## src/rtl/vid_mode_ctrl.sv

```systemverilog
// Resolution-change sequencer for the pixel timing generator: waits for vsync,
// holds the timing generator in reset while `res` switches, then mutes video for a few frames.
module vid_mode_ctrl #(
    parameter logic [1:0]  DEFAULT_RES = 2'd0,
    parameter int unsigned RST_CYCLES  = 4,
    parameter int unsigned MUTE_FRAMES = 2,
    parameter int unsigned VS_TIMEOUT  = 3000000
) (
    input  logic       clk_pix,
    input  logic       rst_pix,
    input  logic       req_valid,
    input  logic [1:0] req_res,
    output logic       req_ready,
    input  logic       vsync,
    output logic [1:0] res_out,
    output logic       tim_rst,
    output logic       blank,
    output logic       busy,
    output logic       done,
    output logic       err
);

    localparam int unsigned VS_CNT_W   = 22;
    localparam int unsigned RST_CNT_W  = 8;
    localparam int unsigned MUTE_CNT_W = 4;

    localparam logic [VS_CNT_W-1:0]   VS_LAST   = VS_CNT_W'(VS_TIMEOUT - 1);
    localparam logic [RST_CNT_W-1:0]  RST_LAST  = RST_CNT_W'(RST_CYCLES - 1);
    localparam logic [MUTE_CNT_W-1:0] MUTE_LAST =
        MUTE_CNT_W'((MUTE_FRAMES == 0) ? 0 : MUTE_FRAMES - 1);
    localparam logic [1:0]            RES_ILLEGAL = 2'd3;

    typedef enum logic [1:0] {
        ST_IDLE     = 2'd0,
        ST_WAIT_VS  = 2'd1,
        ST_HOLD_RST = 2'd2,
        ST_MUTE     = 2'd3
    } state_t;

    state_t                r_state;
    state_t                w_state_nxt;
    logic                  r_vs_q;
    logic [1:0]            r_res;
    logic [1:0]            w_res_nxt;
    logic [1:0]            r_tgt;
    logic [1:0]            w_tgt_nxt;
    logic                  r_tim_rst;
    logic                  w_tim_rst_nxt;
    logic                  r_blank;
    logic                  w_blank_nxt;
    logic                  r_done;
    logic                  w_done_nxt;
    logic                  r_err;
    logic                  w_err_nxt;
    logic [VS_CNT_W-1:0]   r_vs_cnt;
    logic [VS_CNT_W-1:0]   w_vs_cnt_nxt;
    logic [RST_CNT_W-1:0]  r_rst_cnt;
    logic [RST_CNT_W-1:0]  w_rst_cnt_nxt;
    logic [MUTE_CNT_W-1:0] r_mute_cnt;
    logic [MUTE_CNT_W-1:0] w_mute_cnt_nxt;

    logic w_idle;
    logic w_xfer;
    logic w_vs_fall;

    // Start of the (active-low) sync pulse, which lies inside vertical blanking.
    assign w_vs_fall = r_vs_q & ~vsync;
    assign w_idle    = (r_state == ST_IDLE);
    assign w_xfer    = req_valid & w_idle;

    assign req_ready = w_idle;
    assign busy      = ~w_idle;
    assign res_out   = r_res;
    assign tim_rst   = r_tim_rst;
    assign blank     = r_blank;
    assign done      = r_done;
    assign err       = r_err;

    always_ff @(posedge clk_pix or posedge rst_pix) begin
        if (rst_pix) begin
            r_state    <= ST_IDLE;
            r_vs_q     <= 1'b1;
            r_res      <= DEFAULT_RES;
            r_tgt      <= DEFAULT_RES;
            r_tim_rst  <= 1'b0;
            r_blank    <= 1'b0;
            r_done     <= 1'b0;
            r_err      <= 1'b0;
            r_vs_cnt   <= '0;
            r_rst_cnt  <= '0;
            r_mute_cnt <= '0;
        end else begin
            r_state    <= w_state_nxt;
            r_vs_q     <= vsync;
            r_res      <= w_res_nxt;
            r_tgt      <= w_tgt_nxt;
            r_tim_rst  <= w_tim_rst_nxt;
            r_blank    <= w_blank_nxt;
            r_done     <= w_done_nxt;
            r_err      <= w_err_nxt;
            r_vs_cnt   <= w_vs_cnt_nxt;
            r_rst_cnt  <= w_rst_cnt_nxt;
            r_mute_cnt <= w_mute_cnt_nxt;
        end
    end

    always_comb begin
        w_state_nxt    = r_state;
        w_res_nxt      = r_res;
        w_tgt_nxt      = r_tgt;
        w_tim_rst_nxt  = r_tim_rst;
        w_blank_nxt    = r_blank;
        w_done_nxt     = 1'b0;
        w_err_nxt      = 1'b0;
        w_vs_cnt_nxt   = r_vs_cnt;
        w_rst_cnt_nxt  = r_rst_cnt;
        w_mute_cnt_nxt = r_mute_cnt;

        case (r_state)
            ST_IDLE: begin
                if (w_xfer) begin
                    if (req_res == RES_ILLEGAL) begin
                        w_err_nxt = 1'b1;
                    end else if (req_res == r_res) begin
                        w_done_nxt = 1'b1;
                    end else begin
                        w_tgt_nxt    = req_res;
                        w_vs_cnt_nxt = '0;
                        w_state_nxt  = ST_WAIT_VS;
                    end
                end
            end

            // Switch on the next sync start, or force it if vsync never shows up.
            ST_WAIT_VS: begin
                if (w_vs_fall || (r_vs_cnt == VS_LAST)) begin
                    w_res_nxt     = r_tgt;
                    w_tim_rst_nxt = 1'b1;
                    w_blank_nxt   = 1'b1;
                    w_vs_cnt_nxt  = '0;
                    w_rst_cnt_nxt = '0;
                    w_state_nxt   = ST_HOLD_RST;
                end else begin
                    w_vs_cnt_nxt = r_vs_cnt + VS_CNT_W'(1);
                end
            end

            ST_HOLD_RST: begin
                if (r_rst_cnt == RST_LAST) begin
                    w_tim_rst_nxt = 1'b0;
                    w_rst_cnt_nxt = '0;
                    if (MUTE_FRAMES == 0) begin
                        w_blank_nxt = 1'b0;
                        w_done_nxt  = 1'b1;
                        w_state_nxt = ST_IDLE;
                    end else begin
                        w_mute_cnt_nxt = '0;
                        w_state_nxt    = ST_MUTE;
                    end
                end else begin
                    w_rst_cnt_nxt = r_rst_cnt + RST_CNT_W'(1);
                end
            end

            // Sync starts seen only once the timing generator runs again are counted.
            ST_MUTE: begin
                if (w_vs_fall) begin
                    if (r_mute_cnt == MUTE_LAST) begin
                        w_mute_cnt_nxt = '0;
                        w_blank_nxt    = 1'b0;
                        w_done_nxt     = 1'b1;
                        w_state_nxt    = ST_IDLE;
                    end else begin
                        w_mute_cnt_nxt = r_mute_cnt + MUTE_CNT_W'(1);
                    end
                end
            end

            default: begin
                w_state_nxt = ST_IDLE;
            end
        endcase
    end

endmodule

```

## config.mk

```make
export PLATFORM = sky130hd
export DESIGN_NAME = vid_mode_ctrl
export DESIGN_NICKNAME = d
export VERILOG_FILES = /design/src/rtl/vid_mode_ctrl.sv
export SDC_FILE = /design/constraint.sdc
export NUM_CORES = 1
export LEC_CHECK = 0
export ABC_AREA = 0
export BUFFER_PORTS_ARGS = -buffer_cell sky130_fd_sc_hd__buf_4
export CORE_MARGIN = 2
export CORE_UTILIZATION = 65
export DETAILED_ROUTE_END_ITERATION = 10
export GPL_TIMING_DRIVEN = 1
export HOLD_SLACK_MARGIN = 0.05
export PLACE_DENSITY = 0.93
export SETUP_SLACK_MARGIN = 0.05
export SYNTH_ARGS = -nofsm -noshare
export SYNTH_HDL_FRONTEND = slang
export SYNTH_SLANG_ARGS = --single-unit
export TNS_END_PERCENT = 30
```

## constraint.sdc

```tcl
create_clock -name clk_pix -period 5.9 [get_ports clk_pix]
set_clock_uncertainty 0.2 [all_clocks]
set_input_delay 0.295 -clock clk_pix [delete_from_list [all_inputs] [get_ports clk_pix]]
set_output_delay 0.295 -clock clk_pix [all_outputs]
set_load 0.01 [all_outputs]
```

==> flow_metrics.py <==
metrics = {
    "critical_path": {
        "worstSetupStartpointType": "flip-flop",
        "cp.arrival_ns": 2.79,
        "r2r_setup_slack_ns": 3.13,
        "required_ns": 5.92,
        "r2r_cells": 7,
        "cp-end-kind": "flip-flop",
        "critPathMaxFanout": 23,
        "crit_type": "flip-flop to flip-flop",
    },
    "detailed_routing": {
        "wl_mm": 6.35,
        "wire_per_inst_um": 17.2,
        "post_drt_via_cell_ratio": 6.74,
        "firstDrtPassIters": 5,
        "ant_nets": 0,
        "drc": 0,
        "vias": 2494,
        "drt_iter0_markers": 300,
    },
    "grt": {
        "track_usage_pct": 30.8,
        "antenna_found_initial": 0,
        "gr-usage-met3_pct": 5.68,
        "grt_pass1_vias": 2362,
        "grt_pass1_wl_mm": 11.0,
        "use_met1_pct": 40.4,
        "gr-usage-met2_pct": 51.4,
        "top_usage_layer": "met2",
        "grt_start_max_net_pins": 46,
        "grt-ovfl-total": 0,
    },
    "clocking": {
        "cts_tree": "yes",
        "clockBufferDepth": 2,
        "clk-insertion-delay-late_ns": 0.30,
        "post_cts_resized": 0,
        "clk_pin_slew_ns": 0.09,
        "htreeDepth": 2,
        "numClockSinks": 45,
        "cts_made_buffers": 5,
        "cts-root-buf": "clkbuf_8",
    },
    "power": {
        "power_density_nw_per_um2": 380,
        "ir_drop_uv": 314,
        "p_leak_nw": 1.26,
    },
    "place": {
        "io_buffers": 13,
        "dp_hpwl_mm": 4.38,
        "post-place-ws_ns": 3.29,
        "gp_congestion": 0.833,
    },
    "layout": {
        "fin_nets": 334,
        "area_growth_pct": 8.36,
        "multi_input_area_um2": 1480,
        "drive_gt1_share_pct": 10.6,
        "filler_cell_count": 294,
        "regArea_um2": 1130,
        "antenna_cells": 0,
        "utilization_pct": 73.6,
    },
    "logic_synthesis": {
        "synthCells": 309,
        "syn-cell-area_um2": 2740,
        "syn_area_per_cell_um2": 8.86,
        "yosysSeqAreaShare_pct": 41.2,
        "synth_top_area_share_pct": 40.2,
        "ys_warn_count": 0,
        "synth_edf_count": 0,
        "synthFlopType": "dfrtp_1",
        "async_flop_share_pct": 100,
        "synth-seq-cells": 45,
        "post-synth-top-area-cell": "dfrtp_1",
        "synthDistinctLibCells": 50,
        "synth_nets": 324,
        "synth_area_leaders": "dfrtp_1 40%, o21ai_0 6.0%, ha_1 4.1%",
    },
    "timing": {
        "setup_slack_ns": 3.13,
        "whs_ns": 0.0854,
        "relSlewSlack_pct": 38.2,
        "fmax_mhz": 361,
        "setup_tns_ns": 0,
        "setup_viol": 0,
        "rsz0062_at_grt": "false",
        "hold_violations": 0,
        "drv_slew": 0,
        "fin_crit_ns": 2.77,
        "worst_pin_slew_ns": 0.926,
        "period_share_pct": 46.9,
    },
    "outcome": {
        "status": "completed",
    },
    "die": {
        "die_w_um": 68.9,
        "io-pin-count": 14,
        "die_h_um": 68.9,
        "core_um2": 4030,
        "core.rowCount": 23,
        "initial_utilization_pct": 68.0,
        "die_area_um2": 4750,
    },
    "hold_path": {
        "hp-class": "input pin to flip-flop",
        "min_path_cells": 3,
    },
    "flow_run": {
        "cap_violations": 0,
    },
}
-- cell usage in the layout (no fill, tap or decap), drive strengths merged, types with 4 or more instances in the layout --
| master | netlist | routed |
|---|---|---|
| nor2b | 5 | 5 |
| buf | 4 | 14 |
| ha | 9 | 9 |
| inv | 19 | 19 |
| nand2b | 5 | 5 |
| clkbuf | 9 | 7 |
| a22o | 5 | 5 |
| nand4 | 4 | 4 |
| nor3 | 6 | 6 |
| o22ai | 4 | 4 |
| a22oi | 5 | 5 |
| a21o | 6 | 6 |
| o2bb2ai | 4 | 4 |
| o211ai | 4 | 4 |
| and3 | 7 | 7 |
| o41ai | 4 | 4 |
| o21ai | 34 | 34 |
| nor2 | 18 | 18 |
| mux2 | 4 | 4 |
| or4 | 4 | 4 |
| nand3 | 20 | 20 |
| a21oi | 13 | 13 |
| and4 | 5 | 5 |
| dfrtp | 44 | 44 |
| nand2 | 30 | 30 |
| o31ai | 7 | 7 |
-- cells by family after synthesis --
logic type / synth area share [%]
flip-flops: 41.2
adder cells (fa/ha/maj): 4.11
AO/OA/AOI/OAI: 23.9
AND/OR/NAND/NOR: 23.7
buffers and inverters: 4.80
multiplexers: 2.38
-- metal layers --
| metal | part of all wire [%] | wire (um) | vias up |
|---|---|---|---|
| met5 | 0 | 0 | - |
| met4 | 1.1 | 73 | 0 |
| met3 | 5.0 | 317 | 10 |
| met2 | 50 | 3150 | 87 |
| met1 | 44 | 2810 | 1229 |
| li1 | - | - | 1168 |
-- layout make-up --
cell class | count | share of cell area (%)
clock buffers | 7 | 3.25
clock inverters | 1 | 0.169
inverters | 19 | 2.40
multi-input cells | 232 | 49.9
flip-flops and latches | 45 | 38.0
well taps | 50 | 2.11
repair buffers | 16 | 4.22
-- state kept, by name (all words and copies together), names as in the netlist --
| name | cells |
|---|---|
| r_vs_q | 1 |
| blank | 1 |
| err | 1 |
| done | 1 |
| r_mute_cnt | 4 |
| res_out | 2 |
| tim_rst | 1 |
| r_vs_cnt | 22 |
| r_state | 2 |
| r_rst_cnt | 8 |
| r_tgt | 2 |
-- critical path, stage by stage, from the launching register on --
cell and delay (ns):
dfrtp_1 0.42, inv_1 0.13, ha_1 0.25, and2_0 0.33
o211ai_1 0.18, and3_1 0.47, or4_1 0.62, o21ai_0 0.09
-- power breakdown --
group          internal, mW  switching, mW  leakage [nW]
logic                 0.182          0.304         0.608
registers             0.362         0.0680         0.600
clock network         0.106          0.105        0.0542
-- synthesized netlist by cell type, types with 2 or more instances --
library cell and n:
o41ai_1 4, ha_1 9, a22oi_1 5, and4_1 5, o22ai_1 4, mux2_2 4
inv_1 19, buf_2 3, or3_1 3, mux2i_1 2, o21ai_0 33, and2_1 2
nor3_1 6, a22o_1 5, o311ai_0 3, o2bb2ai_1 4, nand4b_1 2, a31oi_1 3
a21o_1 5, nand4_1 4, nand2b_1 4, nor2b_1 5, nor2_1 18, a21boi_0 3
dfrtp_1 44, clkbuf_1 9, o31ai_1 7, and3_1 7, or4_1 4, nand2_1 29
a21oi_1 13, o211ai_1 3, nor4_1 2, nand3_1 20
-- worst paths after layout --
path | from | endpoint
min in group asynchronous | rst_pix | r_vs_cnt[5]
max in group asynchronous | rst_pix | r_vs_cnt[8]
worst max register to register | r_state[0] | r_vs_cnt[13]
worst max-delay path | r_state[0] | r_vs_cnt[13]
worst min-delay path | req_res[0] | err
worst min register to register | r_rst_cnt[7] | r_rst_cnt[7]
-- what timing repair did --
action                                 in CTS  in global routing
setup buffers                               0                  0
hold buffers                                2                  0
endpoints found under the hold margin      45                  0
-- through the flow --
stage / cell area (um2) / instances / total power [mW]
final: 2970 / 370 / 1.13
after global routing: 2970 / 370 / 1.21
after CTS: 2970 / 370 / 1.12
after detailed placement: 2850 / 360 / 0.907
after global placement: 2850 / 360 / 0.882
after floorplan: 2740 / 309 / 0.776
Note: power is estimated with default switching activity, not from simulation.
